File: config.mk
export PLATFORM = sky130hd
export DESIGN_NAME = vga_timing_gen
export DESIGN_NICKNAME = d
export VERILOG_FILES = /design/src/rtl/vga_timing_pkg.sv /design/src/rtl/pixel_tick_div.sv /design/src/rtl/vga_timing_gen.sv
export SDC_FILE = /design/constraint.sdc
export NUM_CORES = 1
export LEC_CHECK = 0
export BUFFER_PORTS_ARGS = -buffer_cell sky130_fd_sc_hd__buf_2
export CAP_MARGIN = 20
export CORE_AREA = 2 2 56 58
export CTS_BUF_LIST = sky130_fd_sc_hd__clkbuf_4 sky130_fd_sc_hd__clkbuf_8 sky130_fd_sc_hd__clkbuf_16
export DETAILED_ROUTE_END_ITERATION = 10
export DIE_AREA = 0 0 58 60
export GPL_ROUTABILITY_DRIVEN = 1
export PLACE_DENSITY = 0.87
export REMOVE_ABC_BUFFERS = 1
export SLEW_MARGIN = 10
export SYNTH_ARGS = -nofsm -noshare
export SYNTH_HDL_FRONTEND = slang
export SYNTH_SLANG_ARGS = --single-unit
File: constraint.sdc
create_clock -name clk -period 2.6 [get_ports clk]
set_input_delay 0.78 -clock clk [delete_from_list [all_inputs] [get_ports clk]]
set_output_delay 0.78 -clock clk [all_outputs]
set_load 0.1 [all_outputs]
File: src/rtl/vga_timing_pkg.sv
// Shared VGA timing constants and helpers for the scan generator.
package vga_timing_pkg;

  localparam int unsigned COORD_W = 10;

  // 640x480 @ 60 Hz from a 100 MHz clock.
  localparam int unsigned DEF_TICK_DIV  = 4;
  localparam int unsigned DEF_H_DISPLAY = 640;
  localparam int unsigned DEF_H_FRONT   = 16;
  localparam int unsigned DEF_H_SYNC    = 96;
  localparam int unsigned DEF_H_BACK    = 48;
  localparam int unsigned DEF_V_DISPLAY = 480;
  localparam int unsigned DEF_V_FRONT   = 10;
  localparam int unsigned DEF_V_SYNC    = 2;
  localparam int unsigned DEF_V_BACK    = 33;

  // Total count of one scan axis (line length in pixels or frame length in lines).
  function automatic int unsigned scan_total(input int unsigned disp, input int unsigned front,
                                             input int unsigned sync, input int unsigned back);
    return disp + front + sync + back;
  endfunction

endpackage

File: src/rtl/pixel_tick_div.sv
// Clock-enable divider: p_tick is high for one clk out of every TICK_DIV.
module pixel_tick_div #(
  parameter int unsigned TICK_DIV = 4
) (
  input  logic clk,
  input  logic reset,
  output logic p_tick
);

  localparam int unsigned CNT_W = (TICK_DIV > 1) ? $clog2(TICK_DIV) : 1;

  logic [CNT_W-1:0] cnt_q;

  assign p_tick = (cnt_q == CNT_W'(TICK_DIV - 1));

  always_ff @(posedge clk or posedge reset) begin
    if (reset) begin
      cnt_q <= '0;
    end else if (p_tick) begin
      cnt_q <= '0;
    end else begin
      cnt_q <= cnt_q + CNT_W'(1);
    end
  end

endmodule

File: src/rtl/vga_timing_gen.sv
// VGA scan generator: pixel-rate enable, h/v counters and aligned sync/blanking outputs.
module vga_timing_gen
  import vga_timing_pkg::*;
#(
  parameter int unsigned TICK_DIV  = DEF_TICK_DIV,
  parameter int unsigned H_DISPLAY = DEF_H_DISPLAY,
  parameter int unsigned H_FRONT   = DEF_H_FRONT,
  parameter int unsigned H_SYNC    = DEF_H_SYNC,
  parameter int unsigned H_BACK    = DEF_H_BACK,
  parameter int unsigned V_DISPLAY = DEF_V_DISPLAY,
  parameter int unsigned V_FRONT   = DEF_V_FRONT,
  parameter int unsigned V_SYNC    = DEF_V_SYNC,
  parameter int unsigned V_BACK    = DEF_V_BACK
) (
  input  logic               clk,
  input  logic               reset,
  output logic               hsync,
  output logic               vsync,
  output logic               video_on,
  output logic               p_tick,
  output logic [COORD_W-1:0] pixel_x,
  output logic [COORD_W-1:0] pixel_y,
  output logic               line_end,
  output logic               frame_end
);

  localparam int unsigned H_TOTAL  = scan_total(H_DISPLAY, H_FRONT, H_SYNC, H_BACK);
  localparam int unsigned V_TOTAL  = scan_total(V_DISPLAY, V_FRONT, V_SYNC, V_BACK);
  localparam int unsigned HS_START = H_DISPLAY + H_FRONT;
  localparam int unsigned HS_END   = HS_START + H_SYNC;
  localparam int unsigned VS_START = V_DISPLAY + V_FRONT;
  localparam int unsigned VS_END   = VS_START + V_SYNC;

  logic [COORD_W-1:0] x_q, y_q, x_next, y_next;
  logic               h_last, v_last;

  pixel_tick_div #(.TICK_DIV(TICK_DIV)) u_tick_div (
    .clk    (clk),
    .reset  (reset),
    .p_tick (p_tick)
  );

  assign h_last    = (x_q == COORD_W'(H_TOTAL - 1));
  assign v_last    = (y_q == COORD_W'(V_TOTAL - 1));
  assign line_end  = p_tick && h_last;
  assign frame_end = line_end && v_last;
  assign pixel_x   = x_q;
  assign pixel_y   = y_q;

  // Next scan position; holds between pixel ticks.
  always_comb begin
    x_next = x_q;
    y_next = y_q;
    if (p_tick) begin
      if (h_last) begin
        x_next = '0;
        y_next = v_last ? '0 : y_q + COORD_W'(1);
      end else begin
        x_next = x_q + COORD_W'(1);
      end
    end
  end

  // Syncs and blanking decode the next position so they line up with the counters.
  always_ff @(posedge clk or posedge reset) begin
    if (reset) begin
      x_q      <= '0;
      y_q      <= '0;
      hsync    <= 1'b1;
      vsync    <= 1'b1;
      video_on <= 1'b1;
    end else begin
      x_q      <= x_next;
      y_q      <= y_next;
      hsync    <= !((x_next >= COORD_W'(HS_START)) && (x_next < COORD_W'(HS_END)));
      vsync    <= !((y_next >= COORD_W'(VS_START)) && (y_next < COORD_W'(VS_END)));
      video_on <= (x_next < COORD_W'(H_DISPLAY)) && (y_next < COORD_W'(V_DISPLAY));
    end
  end

endmodule

== Word-level counts from Yosys, hierarchy flattened ==
Index checks and enable logic that the tools add are counted.

* Word-level logic and storage cells: 31
* Bits of input ports: 2
* Register bits after elaboration: 25
* Output and inout port bits: 26

* Multiplexer cells: 6
* Equal/unequal tests: 3
* Add/sub/neg operators: 3
* $lt $le $gt $ge: 6
* Reductions and logical operators: 7

{| class="wikitable"
|+ Operator list
! kind !! number
|-
| $mux 10 || 5
|-
| $add 10x1->10 const B || 2
|-
| $eq 10x10->1 const B || 2
|-
| $lt 10x10->1 const B || 2
|-
| $lt 10x9->1 const B || 2
|-
| $ge 10x10->1 const B || 1
|-
| $ge 10x9->1 const B || 1
|-
| $logic_and 1x1->1 || 5
|-
| $add 2x1->2 const B || 1
|-
| $eq 2x2->1 const B || 1
|-
| $logic_not 1->1 || 2
|-
| $mux 2 || 1
|}

== Depth between registers and ports, before layout ==
Gate-level depths: netlist (run 1).

* Depth after elaboration: 7
* Depth in mapped cells: 10
* Mapped depth without buffers: 7

== Hierarchy ==
From an unflattened synthesis (run 1), not the netlist that was laid out.

* Cells, all modules: 129
* Area, all modules: 1,291.2 um2

{| class="wikitable"
|+ Modules (own cells, without submodules)
! module !! instances !! area each (um2) !! sequential area each (um2) !! cells an instance
|-
| vga_timing_gen || 1 || 1,221.2 || 579.3 || 124
|-
| pixel_tick_div || 1 || 70.1 || 50.0 || 5
|}

== Worst setup path before layout (run 1) ==
OpenSTA, ideal clock, no wires.

* Path kind: register to output
* From: register y_q[5] (netlist: pixel_y[5])
* To: output frame_end
* Buffers on the path: 1
* Required time: 1.820 ns
* Data arrival time: 3.154 ns
* Path slack: -1.334 ns
* Cell stages (with the launch flop): 5
* Cells stage by stage: dfrtp_1 -> buf_2 -> or3_1 -> or4_1 -> nor2_1

* Word-level cells in the longest chain between the ends: 2

{| class="wikitable"
|+ Ends and longest elaborated chain
! what !! RTL line !! RTL
|-
| from (decl) || vga_timing_gen.sv:34 || <nowiki>logic [COORD_W-1:0] x_q, y_q, x_next, y_next;</nowiki>
|-
| from (signal assigned) || vga_timing_gen.sv:74 || <nowiki>y_q <= y_next;</nowiki>
|-
| $eq 10x10->1 || vga_timing_gen.sv:44 || <nowiki>assign v_last = (y_q == COORD_W'(V_TOTAL - 1));</nowiki>
|-
| $logic_and 1x1->1 || vga_timing_gen.sv:46 || <nowiki>assign frame_end = line_end && v_last;</nowiki>
|-
| to (decl) || vga_timing_gen.sv:24 || <nowiki>output logic frame_end</nowiki>
|}

No other way between the ends.

== Worst setup path after layout (run 1) ==
* From: register y_q[1] (netlist: pixel_y[1])
* To: output frame_end

Same word-level chain as after synthesis.

==> results_dict.tcl, run 1 <==
set metrics [dict create \
    ios 28 \
    drt-total-wl_um 3350 \
    internal-power_mw 0.448 \
    synth_warnings 0 \
    wl_per_cell_um 14.9 \
    drc_errors 0 \
    cts_tree "done" \
    dp_hpwl_um 2490 \
    crit_required_ns 1.82 \
    synthFlopType "dfrtp_1" \
    final.period_utilization 1.04 \
    final_cells 225 \
    switching_share 0.213 \
    p_per_area_mw_per_mm2 324 \
    overflow 0 \
    grt_pass1_wl_um 5650 \
    finalSetupViolCount 1 \
    setup_slack_ns -0.117 \
    clk_pin_slew_worst_paths_ns 0.14 \
    clock_path_buffers 2 \
    post_synth_num_cell_types 46 \
    cts-root-buf "clkbuf_4" \
    track_usage 0.211 \
    finalCriticalPeriod_ns 2.72 \
    ys_seq_elements 25 \
    ant_nets 0 \
    numCtsBuffers 3 \
    initial_utilization 0.507 \
    reg2regPathDepth 8 \
    holdPathStages 1 \
    syn_to_final_growth_pct 19.6 \
    htree_levels 1 \
    failed_checks "negative setup slack" \
    crit_type "register to output port" \
    io_buffers 27 \
    hold_violations 0 \
    power_frac_comb 0.016 \
    core-area_mm2 0.00290 \
    final_nets 199 \
    end_kind "output port" \
    mappedNetlistArea_mm2 0.00147 \
    cp_max_fo 2 \
    cts_sinks 25 \
    fmax_mhz 368 \
    synth_area_per_cell_um2 9.37 \
    n_antenna_cell 0 \
    drive_above_1_share 0.281 \
    viasPerCell 5.88 \
    drv_slew 0 \
    pwr-share-seq 0.683 \
    yosysMostFrequentCell "dfrtp_1" \
    synth_top_area_frac 0.374 \
    synth_async_sr_flop_share 1.00 \
    routabilityCongestion 0.814 \
    syn_inst 157 \
    arrival_ns 1.94 \
    die_w_um 58 \
    cap_violations 0 \
    dieArea_mm2 0.00348 \
    rsz0062_at_grt "yes" \
    drt_iter0_markers 76 \
    vdd_drop_max_mv 0.286 \
    yosysSeqAreaShare 0.428 \
    antenna_found_initial 0 \
    dr.pass1.iters 4 \
    place_inst 219 \
    status "complete, but fails checks" \
    grt_pass1_vias 1214 \
    synth_edf_count 0 \
    fin_worst_skew_ns 0.00430 \
    yosys-top-cells-area "dfrtp_1 (37%), dfstp_2 (5.4%), xnor2_1 (4.8%)" \
    clock_latency_ns 0.31 \
    min_path_type "register to register" \
    power_frac_clock 0.301 \
    worst_slew_pin_slew_ns 0.566 \
    cp-start-kind "register" \
    num_vias 1324 \
    grt_max_degree 26 \
    p_sw_mw 0.122 \
    synth_common_cells "dfrtp_1 (22), nand2_1 (13), nor2_1 (13), o21ai_0 (9)" \
    timing.max_slew.rel_slack 0.619 \
    power.leakage_nw 0.815 \
    setup_tns_ns -0.117 \
    row_count 20 \
    fp.dieH_um 60 \
    yosysTopAreaCell "dfrtp_1" \
]
path summary, 6_finish.rpt:
kind | endpoint | from | slack [ns]
max | frame_end | pixel_y[1] | -0.12
min | u_tick_div.cnt_q[0] | u_tick_div.cnt_q[0] | 0.44
max reg2reg | vsync | pixel_y[0] | 0.59
min reg2reg | u_tick_div.cnt_q[0] | u_tick_div.cnt_q[0] | 0.44
max in group asynchronous | vsync | reset | 1.83
min in group asynchronous | pixel_x[9] | reset | 0.48
power groups by stage:
stage / clock network (mW) / registers (mW) / logic [mW]
CTS: 0.177 / 0.389 / 0.00977
floorplan: 0 / 0.396 / 0.00574
global placement: 0 / 0.396 / 0.00965
global route: 0.193 / 0.389 / 0.0109
detailed placement: 0 / 0.396 / 0.00975
finish: 0.172 / 0.389 / 0.00906
kinds of logic (layout without fill, tap and decap cells):
group | Yosys count | in the layout | share of synthesized area
DFF | 25 | 25 | 0.428
buffers and inverters | 15 | 50 | 0.0519
AOI/OAI and AO/OA | 30 | 30 | 0.134
adders and majority gates | 4 | 4 | 0.0340
and+or+nand+nor | 70 | 70 | 0.275
xor gates and xnor gates | 13 | 13 | 0.0774
placed cells by master, fill, tap and decap left out, types with 2 or more instances in the layout:
| cell type | synthesis | final |
|---|---|---|
| buf_2 | 4 | 25 |
| nand2b_1 | 2 | 2 |
| and4_1 | 4 | 4 |
| nand3_1 | 7 | 7 |
| and4b_1 | 2 | 2 |
| o22ai_1 | 2 | 2 |
| nor2_4 | 1 | 2 |
| o21ai_0 | 9 | 9 |
| dfstp_2 | 3 | 3 |
| nor2_1 | 13 | 12 |
| nand4b_1 | 2 | 2 |
| xnor2_1 | 8 | 8 |
| a21oi_1 | 4 | 4 |
| clkbuf_4 | 0 | 3 |
| buf_4 | 2 | 13 |
| nand4_1 | 8 | 8 |
| and2_1 | 2 | 2 |
| and3_1 | 2 | 2 |
| o31ai_1 | 4 | 4 |
| xor2_1 | 5 | 5 |
| inv_1 | 5 | 5 |
| nor3_1 | 3 | 3 |
| nand2_1 | 13 | 13 |
| ha_1 | 4 | 4 |
| dfrtp_1 | 22 | 22 |
| nor4_1 | 2 | 2 |
| buf_12 | 0 | 2 |
| or3_1 | 3 | 3 |
layer usage:
metal / up-vias / global-route usage / part of all wire
li1: 646 / - / -
met1: 618 / 0.290 / 0.45
met2: 60 / 0.362 / 0.49
met3: 0 / 0.0260 / 0.062
met4: 0 / 0.0399 / 0
met5: - / 0 / 0
worst max-delay path, stage by stage (launching register included):
cell     delay (ns)
dfrtp_1        0.41
inv_1          0.08
ha_1           0.16
nand4_1        0.13
or4_4          0.53
nor2_4         0.13
buf_12         0.18
what timing repair did:
item,in CTS,in global routing
buffers inserted,1,1
hold buffers,0,0
resized for setup,3,0
cloned,0,0
endpoints found under the setup margin,1,1
flip-flops by register name, summed over array words and instances (netlist names):
register,cells
pixel_y,10
hsync,1
video_on,1
pixel_x,10
u_tick_div.cnt_q,2
vsync,1
layout make-up:
type / count / area, um2
fillers: 255 / 1140
multi-input cells: 117 / 777
flip-flops and latches: 25 / 629
repair buffers: 40 / 263
well taps: 33 / 41.3
clock buffers: 3 / 22.5
inverters: 6 / 22.5
clock inverters: 1 / 5.00
metrics by stage:
stage | instance area (um2) | worst slack (ns) | power [mW] | hold WS (ns) | utilization
after floorplan | 1420 | -1.43 | 0.402 | 0.403 | -
after global placement | 1710 | 0.139 | 0.406 | 0.416 | 0.588
after detailed placement | 1710 | 0.104 | 0.406 | 0.425 | 0.588
after CTS | 1750 | -0.111 | 0.576 | 0.444 | 0.604
after global routing | 1760 | -0.189 | 0.593 | 0.464 | 0.606
final | 1760 | -0.117 | 0.570 | 0.440 | 0.606
Note: power is estimated with default switching activity, not from simulation.
==> inputs of run 2 (changes only) <==
- CORE_AREA: 2 2 56 58 -> 2 2 77 42
- DIE_AREA: 0 0 58 60 -> 0 0 79 44
- PLACE_DENSITY: 0.87 -> 0.89
==> results_dict.tcl, run 2 (synthesis gave the netlist of run 1 again) <==
set metrics [dict create \
    status "complete, but fails checks" \
    failed_checks "negative setup slack" \
    num_vias 1325 \
    setup_slack_ns -0.0104 \
    switching_share 0.196 \
    ant_nets 0 \
    final_nets 197 \
    grt_pass1_wl_um 5640 \
    min_path_type "register to register" \
    cts_sinks 25 \
    dieArea_mm2 0.00348 \
    cts_tree "done" \
    cts-root-buf "clkbuf_8" \
    fin_util 0.627 \
    routabilityCongestion 0.877 \
    clock_path_buffers 2 \
    layout_common_cells "buf_2 (25), dfrtp_1 (22), nand2_1 (13)" \
    crit_slowest_cell "or4_4" \
    pwr-share-seq 0.612 \
    clk_pin_slew_worst_paths_ns 0.08 \
    grt_pass1_vias 1168 \
    dp_hpwl_um 2490 \
    end_kind "output port" \
    crit_type "register to output port" \
    fp.dieH_um 44 \
    power.leakage_nw 0.811 \
    track_usage 0.215 \
    numCtsBuffers 3 \
    place_inst 225 \
    cp_max_fo 2 \
    crit_required_ns 1.82 \
    worst_slew_pin_slew_ns 0.496 \
    dr.pass1.iters 4 \
    power_frac_comb 0.015 \
    slowest_delay_ns 0.53 \
    hold_violations 0 \
    internal-power_mw 0.510 \
    p_per_area_mw_per_mm2 357 \
    final.period_utilization 1.00 \
    antenna_found_initial 0 \
    rsz0062_at_grt "yes" \
    grt_max_degree 26 \
    htree_levels 1 \
    crit_buf_inv 2 \
    core-area_mm2 0.00284 \
    drt-total-wl_um 3510 \
    drc_errors 0 \
    fillers 233 \
    p_sw_mw 0.125 \
    syn_to_final_growth_pct 21.0 \
    final_common_cell "buf_2" \
    cp-start-kind "register" \
    arrival_ns 1.83 \
    viasPerCell 5.76 \
    hold_buffers 0 \
    wl_per_cell_um 15.3 \
    die_w_um 79 \
    n_antenna_cell 0 \
    io_buffers 27 \
    ios 28 \
    drv_slew 0 \
    finalHoldWorstSlack_ns 0.429 \
    final_cells 230 \
    finalCriticalPeriod_ns 2.61 \
    fin_worst_skew_ns 0.00583 \
    initial_utilization 0.519 \
    final_area_mm2 0.00178 \
    drt_iter0_markers 127 \
    power_frac_clock 0.373 \
    setup_tns_ns -0.0104 \
    crit_chain "inv_1, ha_1, nand4_1, or4_4, nor2_4, buf_12" \
    row_count 14 \
    finalSetupViolCount 1 \
    crit_family "simple AND/OR/NAND/NOR gates" \
    clock_latency_ns 0.27 \
    dpl_cell_area_mm2 0.00171 \
    overflow 0 \
    drive_above_1_share 0.279 \
    cap_violations 0 \
    vdd_drop_max_mv 0.198 \
    timing.max_slew.rel_slack 0.671 \
    fmax_mhz 383 \
]
-- run 2: changes by cell type in the layout (fill, tap and decap cells not counted) --
cell	before	now
clkbuf_8	0	3
clkinv_2	1	0
or3_1	3	2
or3_4	0	1
buf_4	13	11
clkbuf_4	3	1
-- run 2: cell type report --
| cell class | count | area [um2] | area share |
|---|---|---|---|
| clock buffers | 4 | 48.8 | 0.0274 |
| multi-input cells | 117 | 782 | 0.439 |
| well taps | 40 | 50.0 | 0.0281 |
| inverters | 6 | 22.5 | 0.0126 |
| flip-flops and latches | 25 | 629 | 0.353 |
| repair buffers | 38 | 248 | 0.139 |
-- run 2: power by group through the flow --
stage / sequential, mW / clock [mW] / combinational (mW)
final: 0.389 / 0.237 / 0.00923
after global routing: 0.389 / 0.262 / 0.0112
after CTS: 0.389 / 0.243 / 0.00985
after detailed placement: 0.396 / 0 / 0.00995
after global placement: 0.396 / 0 / 0.00977
after floorplan: 0.396 / 0 / 0.00574
-- run 2: worst paths after layout --
| kind | start | endpoint | slack (ns) | cells past startpoint |
|---|---|---|---|---|
| setup / recovery | pixel_y[1] | frame_end | -0.01 | 6 |
| hold / removal | u_tick_div.cnt_q[0] | u_tick_div.cnt_q[0] | 0.43 | 1 |
| setup reg to reg | pixel_y[0] | vsync | 0.61 | 7 |
| hold reg to reg | u_tick_div.cnt_q[0] | u_tick_div.cnt_q[0] | 0.43 | 1 |
| max in group asynchronous | reset | hsync | 1.77 | 3 |
| min in group asynchronous | reset | pixel_y[4] | 0.55 | 3 |
-- run 2: layer usage --
layer / global-route usage / vias to the layer above / part of all wire
met1: 0.329 / 632 / 0.48
met4: 0.0724 / 0 / 0.011
li1: - / 631 / -
met5: 0 / - / 0
met2: 0.302 / 57 / 0.43
met3: 0.0458 / 5 / 0.078
-- run 2: worst reg2reg max path, delay by kind of cell (launching register included) --
family / cells / cell delay (ns)
compound gates: 3 / 0.54
simple gates: 2 / 0.51
flops: 1 / 0.40
fa+ha+maj: 1 / 0.30
buf+inv: 1 / 0.16
-- run 2: what timing repair did --
item | in CTS | in global routing
setup buffers | 1 | 0
setup endpoints to repair | 1 | 2
gates cloned | 0 | 0
hold endpoints to repair | 0 | 0
pin swaps | 1 | 0
gates resized for setup | 4 | 0
-- run 2: stage by stage --
stage               total power, mW  setup WS [ns]
floorplan                     0.402          -1.43
global placement              0.406          0.191
detailed placement            0.406          0.117
CTS                           0.642        0.00300
global route                  0.662         -0.117
finish                        0.635        -0.0104
==> inputs of run 3 (changes only) <==
- ABC_AREA: not set -> 1
- CORE_AREA: 2 2 77 42 -> 2 2 81 44
- DIE_AREA: 0 0 79 44 -> 0 0 83 46
- PLACE_DENSITY: 0.89 -> 0.88
==> results_dict.tcl, run 3 <==
set metrics [dict create \
    post_synth_num_cell_types 33 \
    cap_violations 0 \
    synth_async_sr_flop_share 1.00 \
    wl_per_cell_um 13.8 \
    syn_inst 223 \
    dieArea_mm2 0.00382 \
    cts_tree "done" \
    reg2reg_from "u_tick_div.cnt_q[0]" \
    seq_area_um2 631 \
    cp-start-kind "register" \
    synth_warnings 0 \
    core-area_mm2 0.00321 \
    row_count 15 \
    initial_utilization 0.508 \
    multi_input_area_um2 842 \
    drive_above_1_share 0.267 \
    crit_required_ns 1.82 \
    drc_errors 0 \
    track_usage 0.214 \
    p_sw_mw 0.138 \
    status "complete, no violations" \
    drt-total-wl_um 4090 \
    arrival_ns 1.68 \
    yosysMostFrequentCell "nand2_1" \
    dp_hpwl_um 3090 \
    end_kind "output port" \
    power.leakage_nw 1.06 \
    final_area_mm2 0.00195 \
    internal-power_mw 0.511 \
    numCtsBuffers 3 \
    fin_worst_skew_ns 0.0123 \
    cts_sinks 25 \
    fillers 299 \
    htree_levels 1 \
    fmax_mhz 406 \
    grt_pass1_wl_um 6110 \
    finalCriticalPeriod_ns 2.46 \
    antenna_found_initial 0 \
    clk_pin_slew_worst_paths_ns 0.10 \
    dpl_cell_area_mm2 0.00184 \
    grt.met3_usage 0.0598 \
    grtUsageMet1 0.343 \
    holdPathStages 1 \
    synth_top_area_frac 0.337 \
    ios 28 \
    hold_violations 0 \
    synth_common_cells "nand2_1 (53), inv_1 (34), nand3_1 (27), nor2_1 (23), dfrtp_1 (22)" \
    reg2regPathDepth 9 \
    layout_common_cells "nand2_1 (53), inv_1 (33), nand3_1 (26)" \
    ys_seq_elements 25 \
    pwr-share-seq 0.599 \
    finalSetupViolCount 0 \
    die_w_um 83 \
    cp_max_fo 4 \
    vdd_drop_max_mv 0.214 \
    hp-start "u_tick_div.cnt_q[0]" \
    drv_slew 0 \
    crit_slowest_cell "dfrtp_1" \
    yosys-top-cells-area "dfrtp_1 (34%), nand2_1 (12%), nand3_1 (8.3%)" \
    ant_nets 0 \
    hold_buffers 0 \
    crit_type "register to output port" \
    drt_iter0_markers 178 \
    r2r_end "vsync" \
    overflow 0 \
    crit_chain "inv_1, ha_1, nand3_1, nor3_2, nand3_2, inv_2, buf_12" \
    final_common_cell "nand2_1" \
    grt_max_degree 26 \
    slowest_delay_ns 0.42 \
    synth_area_per_cell_um2 7.32 \
    cts-root-buf "clkbuf_8" \
    final_nets 262 \
    use_met2 0.274 \
    viasPerCell 5.41 \
    clock_path_buffers 2 \
    hold_end "u_tick_div.cnt_q[0]" \
    min_path_type "register to register" \
    power_frac_clock 0.387 \
    worst_slew_pin_slew_ns 0.494 \
    mappedNetlistArea_mm2 0.00163 \
    setup_tns_ns 0 \
    grt_pass1_vias 1202 \
    num_vias 1607 \
    syn_to_final_growth_pct 19.3 \
    io_buffers 27 \
    final.period_utilization 0.948 \
    synthFlopType "dfrtp_1" \
    n_antenna_cell 0 \
    fp.dieH_um 46 \
    routabilityCongestion 1.03 \
    p_per_area_mw_per_mm2 333 \
    timing.max_slew.rel_slack 0.670 \
    switching_share 0.213 \
    power_frac_comb 0.014 \
    yosysSeqAreaShare 0.386 \
    rrSetupSlack_ns 0.62 \
    yosysTopAreaCell "dfrtp_1" \
    dr.pass1.iters 5 \
    clock_latency_ns 0.28 \
    busiest_layer "met1" \
    synth_edf_count 0 \
]
run 3: cell count changes in the layout (fill, tap and decap cells not counted), moves of 5 or more:
cell / previous run / this run
buf_4: 11 / 6
inv_1: 5 / 33
nand2_1: 13 / 53
nand3_1: 7 / 26
nor2_1: 12 / 23
nor2_2: 0 / 6
o21ai_0: 9 / 4
xnor2_1: 8 / 0
run 3: critical path, delay by kind of cell (launching register included):
family,cells,cell delay (ns)
simple gates,3,0.45
buf+inv,3,0.38
fa+ha+maj,1,0.16
flops,1,0.42
run 3: power groups by stage:
stage / registers, mW / clock network (mW) / logic, mW
after floorplan: 0.396 / 0 / 0.00574
after global placement: 0.396 / 0 / 0.00987
after detailed placement: 0.396 / 0 / 0.0100
after CTS: 0.389 / 0.255 / 0.0100
after global routing: 0.389 / 0.270 / 0.0111
final: 0.389 / 0.251 / 0.00919
run 3: logic make-up (layout without fill, tap and decap cells):
family	Yosys count	count (layout)	share of synthesized area
flip-flops	25	25	0.386
adder cells (fa/ha/maj)	4	4	0.0307
AND/OR/NAND/NOR	134	134	0.403
buffers and inverters	44	76	0.112
AO/OA/AOI/OAI	13	13	0.0529
XOR/XNOR	3	3	0.0161
run 3: layout make-up:
class / instances / area share
inverters: 39 / 0.0758
well taps: 42 / 0.0270
clock buffers: 4 / 0.0251
flip-flops and latches: 25 / 0.324
multi-input cells: 154 / 0.433
repair buffers: 33 / 0.116
run 3: through the flow:
| stage | hold slack, ns | instances | power [mW] | utilization | setup slack (ns) |
|---|---|---|---|---|---|
| 2_1_floorplan | 0.403 | 218 | 0.402 | - | -0.743 |
| 3_3_place_gp | 0.422 | 289 | 0.406 | 0.575 | 0.292 |
| 3_5_place_dp | 0.417 | 289 | 0.406 | 0.575 | 0.185 |
| 4_1_cts | 0.428 | 295 | 0.654 | 0.596 | 0.0367 |
| 5_1_grt | 0.442 | 297 | 0.670 | 0.607 | -0.0136 |
| 6_report | 0.425 | 297 | 0.649 | 0.607 | 0.136 |
run 3: how the worst max path moves through the flow:
stage          startpoint   endpoint  depth (start not counted)
6_report       pixel_y[1]  frame_end                          7
3_5_place_dp   pixel_x[0]  frame_end                          8
2_1_floorplan  pixel_x[0]  frame_end                          7
3_3_place_gp   pixel_x[0]  frame_end                          8
5_1_grt        pixel_y[1]  frame_end                          7
4_1_cts        pixel_x[1]  frame_end                          8
run 3: timing repair:
action                                  4_1_cts  5_1_grt
buffers inserted                              2        2
endpoints found under the setup margin        2        1
gates cloned                                  0        0
gates resized for setup                       2        4
pin swaps                                     0        1
run 3: per-layer routing:
| layer | routed length [um] | vias up |
|---|---|---|
| li1 | - | 775 |
| met4 | 48 | 0 |
| met2 | 1630 | 95 |
| met3 | 455 | 7 |
| met5 | 0 | - |
| met1 | 1950 | 730 |
